==> config.mk <==
export PLATFORM = sky130hd
export DESIGN_NAME = pair_packer
export DESIGN_NICKNAME = d
export VERILOG_FILES = /design/src/rtl/pair_pkg.sv /design/src/rtl/pair_packer_word_fifo.sv /design/src/rtl/pair_packer.sv
export SDC_FILE = /design/constraint.sdc
export NUM_CORES = 1
export LEC_CHECK = 0
export BUFFER_PORTS_ARGS = -buffer_cell sky130_fd_sc_hd__buf_4
export CAP_MARGIN = 20
export CORE_MARGIN = 2
export CORE_UTILIZATION = 55
export CTS_BUF_LIST = sky130_fd_sc_hd__clkbuf_4
export CTS_CLUSTER_SIZE = 40
export DETAILED_ROUTE_END_ITERATION = 8
export PLACE_DENSITY_LB_ADDON = 0.12
export RECOVER_POWER = 50
export SYNTH_ARGS = -nofsm -noshare
export SYNTH_HDL_FRONTEND = slang
export SYNTH_SLANG_ARGS = --single-unit
==> constraint.sdc <==
create_clock -name clk -period 6.6 [get_ports clk]
set_input_delay 1.98 -clock clk [delete_from_list [all_inputs] [get_ports clk]]
set_output_delay 1.98 -clock clk [all_outputs]
set_load 0.01 [all_outputs]
==> src/rtl/pair_pkg.sv <==
// Shared types and constants for the pair packer datapath.
package pair_pkg;

  localparam int PAIR_W = 2;

  typedef enum logic {
    FILL  = 1'b0,
    STALL = 1'b1
  } pk_state_t;

  // A pair count runs 0..word_pairs inclusive, so it needs one bit above log2.
  function automatic int count_width(input int word_pairs);
    return $clog2(word_pairs) + 1;
  endfunction

endpackage

==> src/rtl/pair_packer_word_fifo.sv <==
// First-word-fall-through FIFO holding completed {word, count} entries.
module word_fifo #(
  parameter int WIDTH = 11,
  parameter int DEPTH = 2
) (
  input  logic             clk,
  input  logic             reset,
  input  logic             push,
  input  logic [WIDTH-1:0] push_data,
  input  logic             pop,
  output logic [WIDTH-1:0] pop_data,
  output logic             full,
  output logic             empty
);

  localparam int AW = $clog2(DEPTH);

  logic [WIDTH-1:0] mem [DEPTH];
  logic [AW:0]      wr_ptr;
  logic [AW:0]      rd_ptr;
  logic             do_pop;
  logic             do_push;

  // Pointers carry one extra wrap bit so full and empty are distinguishable.
  assign empty    = (wr_ptr == rd_ptr);
  assign full     = (wr_ptr[AW] != rd_ptr[AW]) && (wr_ptr[AW-1:0] == rd_ptr[AW-1:0]);
  assign do_pop   = pop && !empty;
  assign do_push  = push && (!full || do_pop);
  // Head is presented while empty only as zero, so a drained FIFO reads back clean.
  assign pop_data = empty ? '0 : mem[rd_ptr[AW-1:0]];

  // Pointer and storage update; a push and pop on a full FIFO leaves occupancy unchanged.
  always_ff @(posedge clk) begin
    if (reset) begin
      wr_ptr <= '0;
      rd_ptr <= '0;
      for (int i = 0; i < DEPTH; i++) mem[i] <= '0;
    end else begin
      if (do_push) begin
        mem[wr_ptr[AW-1:0]] <= push_data;
        wr_ptr              <= wr_ptr + 1'b1;
      end
      if (do_pop) rd_ptr <= rd_ptr + 1'b1;
    end
  end

endmodule

==> src/rtl/pair_packer.sv <==
// Packs a stream of 2-bit {q,w} pairs into words, with flush of partial words.
module pair_packer
  import pair_pkg::*;
#(
  parameter  int WORD_PAIRS = 4,
  parameter  int FIFO_DEPTH = 2,
  localparam int W          = PAIR_W * WORD_PAIRS,
  localparam int CW         = count_width(WORD_PAIRS)
) (
  input  logic          clk,
  input  logic          reset,
  input  logic          in_valid,
  input  logic [1:0]    in_data,
  output logic          in_ready,
  input  logic          flush,
  output logic          out_valid,
  output logic [W-1:0]  out_data,
  output logic [CW-1:0] out_count,
  input  logic          out_ready
);

  pk_state_t      state, state_nxt;
  logic [W-1:0]   acc, acc_w, acc_nxt;
  logic [CW-1:0]  cnt, cnt_w, cnt_nxt;
  logic           accept;
  logic           complete;
  logic           can_push;
  logic           push;
  logic [W+CW-1:0] push_word;
  logic [W+CW-1:0] head_word;
  logic           fifo_full;
  logic           fifo_empty;
  logic           pop;

  assign in_ready  = (state == FILL) && !reset;
  assign accept    = in_valid && in_ready;
  assign out_valid = !fifo_empty;
  assign pop       = out_valid && out_ready;
  // A same-cycle pop frees the slot a full FIFO would otherwise refuse.
  assign can_push  = !fifo_full || pop;
  assign out_data  = head_word[W+CW-1:CW];
  assign out_count = head_word[CW-1:0];

  // Next-state and push decision; the accumulator view includes any pair accepted this cycle.
  always_comb begin
    acc_w     = acc;
    cnt_w     = cnt;
    acc_nxt   = acc;
    cnt_nxt   = cnt;
    state_nxt = state;
    complete  = 1'b0;
    push      = 1'b0;
    push_word = {acc, cnt};
    if (accept) begin
      for (int k = 0; k < WORD_PAIRS; k++) begin
        if (cnt == CW'(k)) acc_w[PAIR_W*k +: PAIR_W] = in_data;
      end
      cnt_w = cnt + CW'(1);
    end
    case (state)
      FILL: begin
        complete = (cnt_w == CW'(WORD_PAIRS)) || (flush && (cnt_w != '0));
        if (complete && can_push) begin
          push      = 1'b1;
          push_word = {acc_w, cnt_w};
          acc_nxt   = '0;
          cnt_nxt   = '0;
        end else begin
          acc_nxt = acc_w;
          cnt_nxt = cnt_w;
          if (complete) state_nxt = STALL;
        end
      end
      STALL: begin
        if (can_push) begin
          push      = 1'b1;
          acc_nxt   = '0;
          cnt_nxt   = '0;
          state_nxt = FILL;
        end
      end
      default: state_nxt = FILL;
    endcase
  end

  // Assembler state register; reset discards any partial word.
  always_ff @(posedge clk) begin
    if (reset) begin
      state <= FILL;
      acc   <= '0;
      cnt   <= '0;
    end else begin
      state <= state_nxt;
      acc   <= acc_nxt;
      cnt   <= cnt_nxt;
    end
  end

  word_fifo #(
    .WIDTH (W + CW),
    .DEPTH (FIFO_DEPTH)
  ) u_fifo (
    .clk       (clk),
    .reset     (reset),
    .push      (push),
    .push_data (push_word),
    .pop       (pop),
    .pop_data  (head_word),
    .full      (fifo_full),
    .empty     (fifo_empty)
  );

endmodule
Word-level counts from Yosys, hierarchy flattened
Memories as Yosys holds them, arrays and structs flattened. A register that Yosys moved wholly into a read port is not among the register bits. Cells that the tools add are included.

$add $sub $neg: 3. Eq/ne operators: 8. Multiplexer cells: 32. Bitwise operators: 1. Reductions and logical operators: 17.

Operators with widths (count): two-way mux 11 bit (4); two-way mux 8 bit (3); one-hot mux 8 bit (2 select lines) (1); two-way mux 1 bit (14); OR reduction 11 bit (1); two-way mux 3 bit (3); logical AND 1 bit (8); two-way mux 2 bit (4); == test 3 x 2 -> 1 bit (second input constant) (2); one-hot mux 3 bit (2 select lines) (1); adder 2 x 1 -> 2 bit (second input constant) (2); one-hot mux 1 bit (2 select lines) (2); adder 3 x 1 -> 3 bit (second input constant) (1); == test 3 x 1 -> 1 bit (second input constant) (1); == test 3 bit (second input constant) (1); zero test 1 bit (3); zero test 3 bit (1); logical OR 1 bit (3); nonzero test 3 bit (1); == test 2 bit (1); != test 2 x 1 -> 1 bit (second input constant) (1); == test 1 bit (1); != test 1 bit (1); inverter 1 bit (1).

Register bits: 16. Memory bits (writable): 22. Memories kept: 1.

Memory list: u_fifo.mem (words 2, bits a word 11, rd ports 1, clocked after memory_dff 1, write ports 2, line pair_packer_word_fifo.sv:18) `logic [WIDTH-1:0] mem [DEPTH];`.

Longest topological paths before layout
Word-level depth: 16. Gate-level depth with buffers: 8. Depth with buffers taken out: 7.

Hierarchy
From an unflattened synthesis, not the netlist that was laid out.

Cells, all modules: 217. Area, all modules: 2117.0 um^2.

Modules (own cells, without submodules): word_fifo (times used 1, cells an instance 117, area an instance 1290.0 um^2); pair_packer (times used 1, cells an instance 100, area an instance 827.0 um^2).

Worst setup path after synthesis
Ideal clock, no wire load.

Path type: input-to-output. Start: in reset. End: out in_ready. Data arrival time: 2.551 ns. Setup slack: 2.069 ns. Stages on the path: 3. Cells stage by stage: buf_2 > buf_1 > nor2_1.

Cells in the longest elaborated chain, start to end: 2.

RTL lines: start: declaration (line pair_packer.sv:11) `input logic reset,`; zero test 1 bit (line pair_packer.sv:35) `assign in_ready = (state == FILL) && !reset;`; logical AND 1 bit (line pair_packer.sv:35); end: declaration (line pair_packer.sv:14) `output logic in_ready,`.

No other way between the ends.

==> results.ini <==
[power]
ir_drop_uv = 106.6
p_per_area_nw_per_um2 = 232.0
p_sw_share_pct = 27.66
total_power_mw = 0.5335
p_clk_share_pct = 28.7
power_switching_mw = 0.1476
internal-power_mw = 0.3860
p_leak_nw = 0.7747
p_seq_share_pct = 53.2
pwr-share-comb_pct = 18.1

[worst_setup_path]
cp_max_fo = 17
worstPathArrival_ns = 5.06
criticalPathCategory = in -> reg
cp_slowest_stage_delay_ns = 1.42
crit_family = simple AND/OR/NAND/NOR gates
worst_setup_path_start_kind = primary input
slowest_stage = nor3b_1
regToRegSetupSlack_ns = 2.87
r2r_cells = 5
worst-path-buf-inv = 1
crit_chain = buf_4 -> nor3b_1 -> mux2i_2 -> nand3_4 -> nand2_1 -> o21bai_1
crit_path_end_kind = flop
required_ns = 6.56
cp-startpoint = reset
r2r_start = state
r2r_end = u_fifo.mem[0][9]

[cells_and_area]
diodes = 0
area_growth_pct = 7.864
mostFrequentLayoutCell = nor2_1
stdcell_area_um2 = 2300
utilization_pct = 62.35
final_cell_mix = nor2_1 (48), edfxtp_1 (22), mux2i_1 (20)
drive_above_1_share_pct = 13.60
final_nets = 239

[synthesis]
synth-edff-count = 22
postSynthAreaPerCell_um2 = 9.963
synth_nets = 226
synth-seq-cells = 39
ys_warn_count = 0
synth_cell_types = 44
postSynthCellCount = 214
synth-async-reset-ratio_pct = 0
syn_area_um2 = 2132
ys_seq_area_share_pct = 46.95
synthFlopType = edfxtp_1

[clock_tree]
clkLatencyLatePin_ns = 0.34
cts_resized = 0
htreeDepth = 2
cts.sinks = 39
cts_setup_buffers = 0
cts_tree = built
cts_made_buffers = 5
clockBufferDepth = 2
cts_root_buf = clkbuf_4
clk_pin_slew_ns = 0.12
hold_buffers = 0

[hold_path]
hold_path_end = acc[4]
hp-class = reg -> reg
hold_depth = 2
min-delay-start = acc[4]

[job]
drv_cap = 1

[global_routing]
gr-total-overflow = 0
grt_pass1_wl_mm = 6.727
grt_pass1_vias = 1471
antenna_found_initial = 0
grt_max_degree = 18
grt_usage_pct = 20.31

[sta]
period_needed_ns = 5.096
timing.setup.tns_ns = 0
worst_pin_slew_ns = 1.825
max_freq_mhz = 196.2
clock_skew_ns = 0.01304
slew_headroom_pct = -21.90
period_share_pct = 77.21
drv_slew = 15
rsz0062_at_grt = false
setup_viol = 0
hold_violations = 0

[route]
dr.pass1.iters = 4
dr_total_vias = 1574
drt_iter0_markers = 91
postRouteAntennaNets = 0
wl_per_cell_um = 14.30
vias_per_cell = 5.703
drc = 0
wl_mm = 3.947

[place]
placed_area_um2 = 2268
dp_hpwl_mm = 2.898
io_buffers = 19
gp_congestion = 0.8572

[die]
rows = 22
io_pins = 20
core_area_um2 = 3689
fp.dieW_um = 66.26
initial_core_util_pct = 57.80
die_h_um = 66.26
design.die.area_um2 = 4390

[run_status]
status = finished with violations
violations = capacitance limit, slew limit

==> worst reg2reg max path, stage by stage, from the launching register on <==
cell and delay, ns:
dfxtp_1 0.42, nor3b_1 1.47, mux2i_2 0.39, nand3_4 0.25, nand2_1 0.07, o21bai_1 0.77
==> cell families after synthesis <==
kind of cell / share of synthesized area (%)
buffers and inverters: 4.166
multiplexers: 11.09
AO/OA/AOI/OAI: 11.80
AND/OR/NAND/NOR: 20.60
adder cells (fa/ha/maj): 2.934
XOR/XNOR: 2.465
flip-flops: 46.95
==> layer usage <==
layer | GRT usage (%) | vias up | wire, µm
li1 | - | 789 | -
met5 | 0 | - | 0
met3 | 4.600 | 5 | 143
met4 | 5.867 | 0 | 29
met1 | 26.67 | 754 | 1798
met2 | 33.50 | 26 | 1976
==> state kept, by name (all words and copies together) (netlist names), named ones only <==
name,count
u_fifo.mem,22
acc,8
cnt,3
u_fifo.rd_ptr,2
u_fifo.wr_ptr,2
state,1
==> metrics by stage <==
stage / setup slack, ns / hold WS [ns] / instances
2_1_floorplan: 2.069 / 0.4455 / 214
3_3_place_gp: 2.172 / 0.4588 / 268
3_5_place_dp: 2.155 / 0.4603 / 268
4_1_cts: 2.147 / 0.4763 / 276
5_1_grt: 1.084 / 0.4950 / 276
6_report: 1.504 / 0.4764 / 276
==> cells in the mapped netlist, types with 2 or more instances <==
cell type,count,area share [%]
nor2_1,48,8.5
edfxtp_1,22,31
mux2i_1,20,9.4
dfxtp_1,17,16
nand3_1,16,3.8
a21oi_1,11,2.6
nand2_1,9,1.6
inv_1,6,1.1
ha_1,5,2.9
a211oi_2,4,2.3
clkbuf_1,4,0.70
o22ai_1,4,1.2
a31oi_1,3,0.88
buf_2,3,0.70
nor3b_1,3,1.1
xnor2_1,3,1.2
xor2_1,3,1.2
a31o_2,2,0.82
buf_1,2,0.35
clkbuf_2,2,0.47
mux2_2,2,1.1
o21ai_0,2,0.47
or3_1,2,0.59
==> power groups by stage <==
stage                     Combinational [mW]  Clock (mW)  Sequential [mW]
after floorplan                       0.0802           0            0.279
after global placement                 0.101           0            0.288
after detailed placement               0.103           0            0.290
after CTS                              0.104       0.154            0.284
after global routing                   0.107       0.165            0.286
final                                 0.0966       0.153            0.284
==> how the worst max path moves through the flow <==
stage	to	slack [ns]	depth (start not counted)
6_report	u_fifo.mem[0][9]	1.50	6
5_1_grt	u_fifo.mem[0][10]	1.08	6
4_1_cts	in_ready	2.15	3
3_5_place_dp	in_ready	2.15	3
3_3_place_gp	in_ready	2.17	3
2_1_floorplan	in_ready	2.07	3
==> cell type report <==
cell class	count	area [µm²]
flip-flops and latches	39	1001
clock inverters	3	38.79
clock buffers	5	37.54
multi-input cells	156	1031
well taps	48	60.06
fillers	323	1389
inverters	6	22.52
repair buffers	19	108.9
No activity file was read; power rests on OpenSTA's default activity.
